## config.mk

```make
export PLATFORM = sky130hd
export DESIGN_NAME = nativephy_link_monitor
export DESIGN_NICKNAME = d
export VERILOG_FILES = /design/src/rtl/nativephy_link_pkg.sv /design/src/rtl/nativephy_lock_qual.sv /design/src/rtl/nativephy_link_monitor.sv
export SDC_FILE = /design/constraint.sdc
export NUM_CORES = 1
export LEC_CHECK = 0
export CAP_MARGIN = 20
export CORE_AREA = 2 2 166 136
export CTS_CLUSTER_SIZE = 16
export DETAILED_ROUTE_END_ITERATION = 10
export DIE_AREA = 0 0 168 138
export GPL_ROUTABILITY_DRIVEN = 0
export REMOVE_ABC_BUFFERS = 1
export SKIP_CTS_REPAIR_TIMING = 1
export SLEW_MARGIN = 10
export SYNTH_ARGS = -nofsm -noshare
export SYNTH_HDL_FRONTEND = slang
export SYNTH_SLANG_ARGS = --single-unit
```

## constraint.sdc

```tcl
create_clock -name clk -period 4.25 [get_ports clk]
set_clock_uncertainty 0.05 [all_clocks]
set_input_delay 0.425 -clock clk [delete_from_list [all_inputs] [get_ports clk]]
set_output_delay 0.425 -clock clk [all_outputs]
set_load 0.05 [all_outputs]
```

## src/rtl/nativephy_link_pkg.sv

```systemverilog
// rtl/nativephy_link_pkg.sv - shared CSR addresses, version and lock FSM states
package nativephy_link_pkg;

    localparam logic [3:0] ADDR_LPBK_CTRL   = 4'd0;
    localparam logic [3:0] ADDR_PLL_LOCKED  = 4'd1;
    localparam logic [3:0] ADDR_RX_LTR      = 4'd2;
    localparam logic [3:0] ADDR_RX_STABLE   = 4'd3;
    localparam logic [3:0] ADDR_LOSS_STICKY = 4'd4;
    localparam logic [3:0] ADDR_IRQ_EN      = 4'd5;
    localparam logic [3:0] ADDR_CNT_SEL     = 4'd6;
    localparam logic [3:0] ADDR_LOSS_CNT    = 4'd7;
    localparam logic [3:0] ADDR_VERSION     = 4'd8;

    localparam logic [31:0] VERSION_VALUE = 32'h0002_0000;

    typedef enum logic [1:0] {
        UNLOCKED = 2'd0,
        QUALIFY  = 2'd1,
        LOCKED   = 2'd2
    } lock_state_e;

endpackage

```

## src/rtl/nativephy_lock_qual.sv

```systemverilog
// rtl/nativephy_lock_qual.sv - one channel: lock synchroniser, stability qualifier, loss sticky and counter
module nativephy_lock_qual
    import nativephy_link_pkg::*;
#(
    parameter int CNT_W       = 16,
    parameter int SYNC_STAGES = 2,
    parameter int STABLE_CYC  = 1024
) (
    input  logic             clk,
    input  logic             reset,
    input  logic             pll_locked,
    input  logic             rx_is_lockedtoref,
    input  logic             relock,
    input  logic             sticky_clr,
    input  logic             cnt_clr,
    output logic             pll_locked_s,
    output logic             rx_is_lockedtoref_s,
    output logic             stable,
    output logic             loss_sticky,
    output logic [CNT_W-1:0] loss_cnt
);

    localparam int QCNT_W = (STABLE_CYC > 1) ? $clog2(STABLE_CYC) : 1;
    localparam logic [QCNT_W-1:0] QCNT_LAST = QCNT_W'(STABLE_CYC - 1);

    logic [SYNC_STAGES-1:0] pll_sync;
    logic [SYNC_STAGES-1:0] ltr_sync;
    logic                   lock_ok;
    logic                   loss_evt;
    logic [QCNT_W-1:0]      qcnt;
    lock_state_e            state_q;
    lock_state_e            state_d;

    always_ff @(posedge clk) begin
        if (reset) begin
            pll_sync <= '0;
            ltr_sync <= '0;
        end else begin
            pll_sync <= {pll_sync[SYNC_STAGES-2:0], pll_locked};
            ltr_sync <= {ltr_sync[SYNC_STAGES-2:0], rx_is_lockedtoref};
        end
    end

    assign pll_locked_s        = pll_sync[SYNC_STAGES-1];
    assign rx_is_lockedtoref_s = ltr_sync[SYNC_STAGES-1];
    assign lock_ok             = pll_locked_s & rx_is_lockedtoref_s;

    always_ff @(posedge clk) begin
        if (reset) begin
            state_q <= UNLOCKED;
        end else begin
            state_q <= state_d;
        end
    end

    // A loopback change restarts qualification regardless of the current lock state.
    always_comb begin
        state_d = state_q;
        if (relock) begin
            state_d = UNLOCKED;
        end else begin
            case (state_q)
                UNLOCKED: if (lock_ok) state_d = QUALIFY;
                QUALIFY:  if (!lock_ok) state_d = UNLOCKED;
                          else if (qcnt == QCNT_LAST) state_d = LOCKED;
                LOCKED:   if (!lock_ok) state_d = UNLOCKED;
                default:  state_d = UNLOCKED;
            endcase
        end
    end

    always_comb begin
        stable   = (state_q == LOCKED);
        loss_evt = (state_q == LOCKED) && !lock_ok && !relock;
    end

    always_ff @(posedge clk) begin
        if (reset) begin
            qcnt <= '0;
        end else if (state_q == QUALIFY && state_d == QUALIFY) begin
            qcnt <= qcnt + QCNT_W'(1);
        end else begin
            qcnt <= '0;
        end
    end

    // A clear coinciding with a loss leaves the new loss counted.
    always_ff @(posedge clk) begin
        if (reset) begin
            loss_cnt    <= '0;
            loss_sticky <= 1'b0;
        end else begin
            loss_sticky <= (loss_sticky & ~sticky_clr) | loss_evt;
            if (cnt_clr) begin
                loss_cnt <= loss_evt ? CNT_W'(1) : '0;
            end else if (loss_evt && (loss_cnt != {CNT_W{1'b1}})) begin
                loss_cnt <= loss_cnt + CNT_W'(1);
            end
        end
    end

endmodule

```

## src/rtl/nativephy_link_monitor.sv

```systemverilog
// rtl/nativephy_link_monitor.sv - CSR block for Native PHY loopback control and lock-health monitoring
module nativephy_link_monitor
    import nativephy_link_pkg::*;
#(
    parameter int NUM_OF_CH   = 4,
    parameter int CNT_W       = 16,
    parameter int SYNC_STAGES = 2,
    parameter int STABLE_CYC  = 1024
) (
    input  logic                 clk,
    input  logic                 reset,
    input  logic [3:0]           csr_address,
    input  logic                 csr_read,
    input  logic                 csr_write,
    input  logic [31:0]          csr_writedata,
    output logic [31:0]          csr_readdata,
    input  logic [NUM_OF_CH-1:0] pll_locked,
    input  logic [NUM_OF_CH-1:0] rx_is_lockedtoref,
    output logic [NUM_OF_CH-1:0] rx_seriallpbken,
    output logic [NUM_OF_CH-1:0] rx_seriallpbken_mon,
    output logic                 irq
);

    logic [NUM_OF_CH-1:0] lpbk_ctrl;
    logic [NUM_OF_CH-1:0] irq_en;
    logic [4:0]           cnt_sel;
    logic [NUM_OF_CH-1:0] pll_s;
    logic [NUM_OF_CH-1:0] ltr_s;
    logic [NUM_OF_CH-1:0] stable;
    logic [NUM_OF_CH-1:0] sticky;
    logic [NUM_OF_CH-1:0] relock;
    logic [NUM_OF_CH-1:0] sticky_clr;
    logic [CNT_W-1:0]     loss_cnt [NUM_OF_CH];
    logic [CNT_W-1:0]     sel_cnt;
    logic [31:0]          rd_mux;
    logic                 wr_lpbk;
    logic                 wr_cnt;
    logic                 unused_wdata;

    assign wr_lpbk      = csr_write && (csr_address == ADDR_LPBK_CTRL);
    assign wr_cnt       = csr_write && (csr_address == ADDR_LOSS_CNT);
    assign relock       = wr_lpbk ? (csr_writedata[NUM_OF_CH-1:0] ^ lpbk_ctrl) : '0;
    assign sticky_clr   = (csr_write && (csr_address == ADDR_LOSS_STICKY)) ?
                          csr_writedata[NUM_OF_CH-1:0] : '0;
    assign unused_wdata = ^csr_writedata;

    for (genvar i = 0; i < NUM_OF_CH; i++) begin : g_ch
        nativephy_lock_qual #(
            .CNT_W       (CNT_W),
            .SYNC_STAGES (SYNC_STAGES),
            .STABLE_CYC  (STABLE_CYC)
        ) u_qual (
            .clk                 (clk),
            .reset               (reset),
            .pll_locked          (pll_locked[i]),
            .rx_is_lockedtoref   (rx_is_lockedtoref[i]),
            .relock              (relock[i]),
            .sticky_clr          (sticky_clr[i]),
            .cnt_clr             (wr_cnt && (cnt_sel == 5'(i))),
            .pll_locked_s        (pll_s[i]),
            .rx_is_lockedtoref_s (ltr_s[i]),
            .stable              (stable[i]),
            .loss_sticky         (sticky[i]),
            .loss_cnt            (loss_cnt[i])
        );
    end

    always_ff @(posedge clk) begin
        if (reset) begin
            lpbk_ctrl <= '0;
            irq_en    <= '0;
            cnt_sel   <= '0;
            irq       <= 1'b0;
        end else begin
            if (wr_lpbk) lpbk_ctrl <= csr_writedata[NUM_OF_CH-1:0];
            if (csr_write && (csr_address == ADDR_IRQ_EN)) irq_en <= csr_writedata[NUM_OF_CH-1:0];
            if (csr_write && (csr_address == ADDR_CNT_SEL)) cnt_sel <= csr_writedata[4:0];
            irq <= |(sticky & irq_en);
        end
    end

    assign rx_seriallpbken     = lpbk_ctrl;
    assign rx_seriallpbken_mon = lpbk_ctrl;

    // Out-of-range selects match no channel and read as zero.
    always_comb begin
        sel_cnt = '0;
        for (int i = 0; i < NUM_OF_CH; i++) begin
            if (cnt_sel == 5'(i)) sel_cnt = loss_cnt[i];
        end
    end

    always_comb begin
        rd_mux = '0;
        case (csr_address)
            ADDR_LPBK_CTRL:   rd_mux = 32'(lpbk_ctrl);
            ADDR_PLL_LOCKED:  rd_mux = 32'(pll_s);
            ADDR_RX_LTR:      rd_mux = 32'(ltr_s);
            ADDR_RX_STABLE:   rd_mux = 32'(stable);
            ADDR_LOSS_STICKY: rd_mux = 32'(sticky);
            ADDR_IRQ_EN:      rd_mux = 32'(irq_en);
            ADDR_CNT_SEL:     rd_mux = 32'(cnt_sel);
            ADDR_LOSS_CNT:    rd_mux = 32'(sel_cnt);
            ADDR_VERSION:     rd_mux = VERSION_VALUE;
            default:          rd_mux = '0;
        endcase
    end

    always_ff @(posedge clk) begin
        if (reset) begin
            csr_readdata <= '0;
        end else if (csr_read) begin
            csr_readdata <= rd_mux;
        end
    end

endmodule
```

==> results of run 1 <==
-- metal layers --
layer	GRT usage (%)	vias up	part of all wire (%)
met4	4.668	0	0.79
met3	3.636	11	3.8
met2	27.75	132	45
met5	0	-	0
li1	-	3592	-
met1	25.53	3337	50
-- cells by family after synthesis --
group | after synthesis | share of synthesized area, %
simple gates | 411 | 26.79
buf+inv | 99 | 6.494
flops | 163 | 38.49
xor+xnor | 35 | 3.616
other cells | 1 | 0.04424
mux | 51 | 6.391
compound gates | 194 | 16.99
fa+ha+maj | 8 | 1.181
-- path summary, 6_finish.rpt --
check                                          startpoint  slack (ns)                                        to  depth (start not counted)
hold reg to reg      g_ch[1].u_qual.state_q[1]$_SDFF_PP0_        0.38      g_ch[1].u_qual.state_q[0]$_SDFF_PP0_                          1
setup / recovery                           csr_address[3]        1.55   g_ch[0].u_qual.loss_cnt[3]$_SDFFE_PP0P_                          6
setup reg to reg  g_ch[3].u_qual.loss_cnt[0]$_SDFFE_PP0P_        2.02  g_ch[3].u_qual.loss_cnt[15]$_SDFFE_PP0P_                          5
hold / removal       g_ch[1].u_qual.state_q[1]$_SDFF_PP0_        0.38      g_ch[1].u_qual.state_q[0]$_SDFF_PP0_                          1
-- where the power goes --
group	leakage [nW]	switching, mW	internal [mW]
clock	0.291	0.685	0.940
combinational	1.37	0.111	0.0461
sequential	1.32	0.00511	1.54
total	2.97	0.801	2.52
-- cell type report --
type / instances / area [µm²]
timing repair buffer: 63 / 583.1
inverter: 20 / 75.07
clock inverter: 15 / 191.4
sequential: 163 / 3263
fill: 2152 / 12150
multi-input combinational: 714 / 4731
clock buffer: 17 / 425.4
tap: 280 / 350.3
-- worst max-delay path: cells and delay by family --
kind | cells | cell delay (ns)
AOI/OAI and AO/OA | 3 | 1.20
buffers and inverters | 2 | 0.82
and+or+nand+nor | 1 | 0.56
-- metrics by stage --
stage / setup WS (ns) / instances / power [mW]
floorplan: 1.594 / 897 / 1.665
global route: 1.396 / 1272 / 3.435
global placement: 1.195 / 1240 / 1.731
CTS: 1.600 / 1272 / 3.357
detailed placement: 1.151 / 1240 / 1.733
finish: 1.547 / 1272 / 3.323
-- state kept, by name (all words and copies together), names as in the netlist --
name	cells
g_ch.u_qual.loss_sticky	4
g_ch.u_qual.ltr_sync	8
irq	1
g_ch.u_qual.qcnt	40
irq_en	4
g_ch.u_qual.loss_cnt	64
cnt_sel	5
g_ch.u_qual.state_q	8
csr_readdata	17
g_ch.u_qual.pll_sync	8
rx_seriallpbken	4
-- cell usage in the layout, fill, tap and decap left out, types with 16 or more instances in the layout --
master           count
a21oi_1             51
and4_1              16
buf_4               17
clkbuf_16           17
clkdlybuf4s50_1     45
dfxtp_1            163
inv_1               19
mux2i_1             44
nand2_1             93
nand2b_1            26
nand3_1             34
nand4_1             42
nor2_1              56
nor2b_1             28
nor4_1              27
o31ai_1             29
or4_1               27
xnor2_1             17
xor2_1              18
==> metrics.txt, run 1 <==
average size of a mapped cell 8.812 µm²; maximum clock frequency approximately 370 MHz; cell type contributing the most total cell area after synthesis dfxtp_1; site row count 49; Worst VDD drop ~0.0002 V; area added between synthesis and finish 13.48%; number of global-route vias before repair roughly 6,400; Max transition margin a little under a third; top flip-flop cell by instance count after synthesis dfxtp_1; total non-filler cell area in the finished layout 9619 µm²; maximum root-to-sink buffer count 2; Arr. time, crit path 3.02 ns; share of flip-flops with an asynchronous set or reset 0%; distinct cell type count of the synthesized netlist 73; Synth Register Bits around 160; Final Hold Fails 0; global router's overall resource usage between 15 and 20%; fraction of final layout cells with drive strength greater than 1 around 8%; CTS Sinks roughly 160; type of the worst setup path primary input to register; Starting DRT DRC Count 431; final-stage net count approximately 1,000; cell-by-cell listing of the critical path clkdlybuf4s50_1 > nand2b_1 > o311ai_4 > buf_4 > o21ai_2 > a21oi_2; final HPWL from detailed placement between 10,000 and 15,000 µm; RSZ-0062 raised after global routing no; number of vias in the routed layout between 7,000 and 8,000; clk slew on worst S/H paths ~0.070 ns; first-pass GRT wire length around 34,000 µm; height of the die between 100 and 150 µm; chip width ~170 µm; total placed instance area around 9000 µm²; depth of the CTS H-tree 4; top-level I/O count a little under 90; final-layout setup total negative slack 0 ns; status finished clean; CTS Root Buffer Type clkbuf_16; area of the mapped netlist around 8500 µm²; largest cells by area after synthesis dfxtp_1 (38%), mux2i_1 (5.2%), nand2_1 (4.1%), nand4_1 (3.1%), a21oi_1 (3.0%); share of Yosys cell area claimed by the top area cell type around two fifths; count of max-cap constraint violations 0; antenna violations before repair 0; routed length per instance 16.07 µm; initial cell density of the core approximately two fifths; post-layout minimum cycle time about 2.7 ns; Syn. warnings 0; clock buffer count from CTS 17; drt first pass iters 5; clock insertion delay at the later pin of the skew report 0.44 ns; remaining global-route overflow 0; WHS 0.3798 ns; type of the worst min-delay path register to register; post-detailed-route DRC marker count 0; critical path data required time between 4 and 5 ns; largest incremental delay on the critical path ~1 ns; crit path max fanout 27; Tightest Pin Transition 1.019 ns; Buffers on Ports 46; Syn Inst Count slightly below 1,000; power per cell area between 300 and 400 nW/µm²; post-synthesis sequential area ratio 38.49%; ANT nets after route 0; library cell with the highest instance count after synthesis dfxtp_1; aggregate routed wire length 20,440 µm; final worst path period share a little under two thirds; LEAKAGE between 2 and 3 nW; final count of pins violating max slew 0; TritonCTS clock tree built; diode count 0; Core Region 21,760 µm²; pin count of the biggest net entering global routing 34; final setup vio count 0; final core utilization 44.20%; number of enable-type register cells in the synthesized netlist 0; CP Capture Type register; vias per cell roughly 5.6; most used standard cells in the synthesized netlist dfxtp_1 (163), nand2_1 (93), nor2_1 (56); Slowest cell on crit path o311ai_4; type of element launching the critical path primary input; die footprint roughly 23,000 µm²
Note: power is estimated with default switching activity, not from simulation.
==> run 2: changes to the inputs <==
Clock period 4.25 ns to 2.31 ns, I/O delays scaled along.
==> metrics.txt, run 2 (same netlist as run 1, synthesis figures left out) <==
chip width about 170 µm; Tightest Pin Transition between 0.7 and 0.8 ns; first-pass GRT wire length between 30,000 and 40,000 µm; drt first pass iters 5; top-level I/O count 89; post-layout minimum cycle time slightly above 2 ns; ANT nets after route 0; remaining global-route overflow 0; initial cell density of the core between 30 and 40%; number of non-filler instances in the completed layout around 1,300; number of global-route vias before repair 6,698; vias per cell 5.617; site row count 49; final-stage net count 1,070; routed length per instance roughly 16 µm; type of element launching the critical path register; fraction of final layout cells with drive strength greater than 1 11.20%; met2 global-route usage between 20 and 30%; met1 track demand over resource between 20% and 30%; count of max-cap constraint violations 0; post-detailed-route DRC marker count 0; placed cell count between 1,000 and 1,500; total placed instance area between 9000 and 10,000 µm²; power per cell area between 600 and 700 nW/µm²; Comb power frac about 5.2%; final HPWL from detailed placement ~15,000 µm; aggregate routed wire length between 20,000 and 25,000 µm; CP Capture Type register; net switching fraction of the power between 20% and 30%; Final Hold Fails 0; CTS Sinks around 160; Post-Place Worst Slack around 0.0067 ns; most heavily used metal layer in global routing met2; Sw Pwr ~1.5 mW; Buffers on Ports 46; diode count 0; met3 layer usage reported by global route under 10%; maximum clock frequency 491.4 MHz; TritonCTS clock tree built; worst path setup slack after routing 0.2752 ns; top register by number of flip-flops g_ch.u_qual.loss_cnt; Arr. time, crit path 2.35 ns; critical path data required time 2.62 ns; global router's overall resource usage between 10% and 20%; clock insertion delay at the later pin of the skew report 0.43 ns; clock buffer count from CTS 17; Int Pwr about 4.6 mW; number of flip-flops in the largest register 64; fraction of power consumed by the clock network a little under half; pin count of the biggest net entering global routing 28; antenna violations before repair 0; Starting DRT DRC Count about 470; crit path max fanout 23; number of vias in the routed layout 7,341; type of the worst setup path register to register; RSZ-0062 raised after global routing no; maximum root-to-sink buffer count 2; CTS Root Buffer Type clkbuf_16; Max transition margin 49.64%; LEAKAGE roughly 3.2 nW; status finished clean; type of the worst min-delay path primary input to register; Worst VDD drop around 0.00037 V; final worst path period share approximately nine tenths; commonest non-fill, non-tap cells in the layout dfxtp_1 (163), nand2_1 (93), nor2_1 (56); final setup vio count 0; commonest non-fill, non-tap cell in the layout dfxtp_1; Core Region 21,760 µm²; total non-filler cell area in the finished layout slightly below 10,000 µm²; area added between synthesis and finish 17.28%; clk slew on worst S/H paths roughly 0.06 ns; largest registers g_ch.u_qual.loss_cnt x64, g_ch.u_qual.qcnt x40, csr_readdata x17; die footprint between 20,000 and 25,000 µm²; height of the die 138 µm; final core utilization approximately 46%; depth of the CTS H-tree 4; final count of pins violating max slew 0; sequential fraction of design power 47.1%
==> run 2: cell types whose count changed in the layout (fill, tap and decap cells not counted), sizes merged <==
cell      previous run  this run
clkinv               2         5
clkinvlp             4         2
buf                 18        53
bufinv               3         2
==> run 2: critical path, cell delays in order (launching register included) <==
cell and delay [ns]:
dfxtp_1 0.34, ha_1 0.25, and3_1 0.19, and4_1 0.44, or4_1 0.55, a21oi_1 0.15
==> run 2: layout make-up <==
type,instances,area [µm²]
Inverter,20,75.07
Fill cell,2082,11820
Multi-Input combinational cell,714,4722
Tap cell,280,350.3
Clock buffer,17,425.4
Timing Repair Buffer,98,933.4
Sequential cell,163,3263
Clock inverter,15,172.7
==> run 2: power groups by stage <==
stage	clock network (mW)	registers [mW]	logic (mW)
2_1_floorplan	0	2.91	0.154
3_3_place_gp	0	2.90	0.314
3_5_place_dp	0	2.90	0.315
4_1_cts	2.95	2.84	0.316
5_1_grt	3.07	2.84	0.338
6_report	2.88	2.84	0.316
==> run 2: per-stage QoR <==
step	hold WS [ns]	TNS [ns]	power, mW
finish	0.1479	0	6.030
global route	0.1443	0	6.242
CTS	0.1383	0	6.099
detailed placement	0.3748	0	3.216
global placement	0.3712	0	3.215
floorplan	0.2501	-5.688	3.063
==> run 2: per-layer routing <==
metal | part of all wire, % | vias up
met2 | 44 | 157
li1 | - | 3665
met3 | 4.5 | 22
met1 | 50 | 3497
met4 | 1.3 | 0
met5 | 0 | -
==> run 2: path summary, 6_finish.rpt <==
kind	start	cells past startpoint	endpoint	slack (ns)
setup reg to reg	g_ch[2].u_qual.loss_cnt[0]$_SDFFE_PP0P_	5	g_ch[2].u_qual.loss_cnt[5]$_SDFFE_PP0P_	0.28
hold reg to reg	g_ch[1].u_qual.state_q[1]$_SDFF_PP0_	1	g_ch[1].u_qual.state_q[0]$_SDFF_PP0_	0.38
hold / removal	reset	2	g_ch[1].u_qual.pll_sync[0]$_SDFF_PP0_	0.15
setup / recovery	g_ch[2].u_qual.loss_cnt[0]$_SDFFE_PP0P_	5	g_ch[2].u_qual.loss_cnt[5]$_SDFFE_PP0P_	0.28
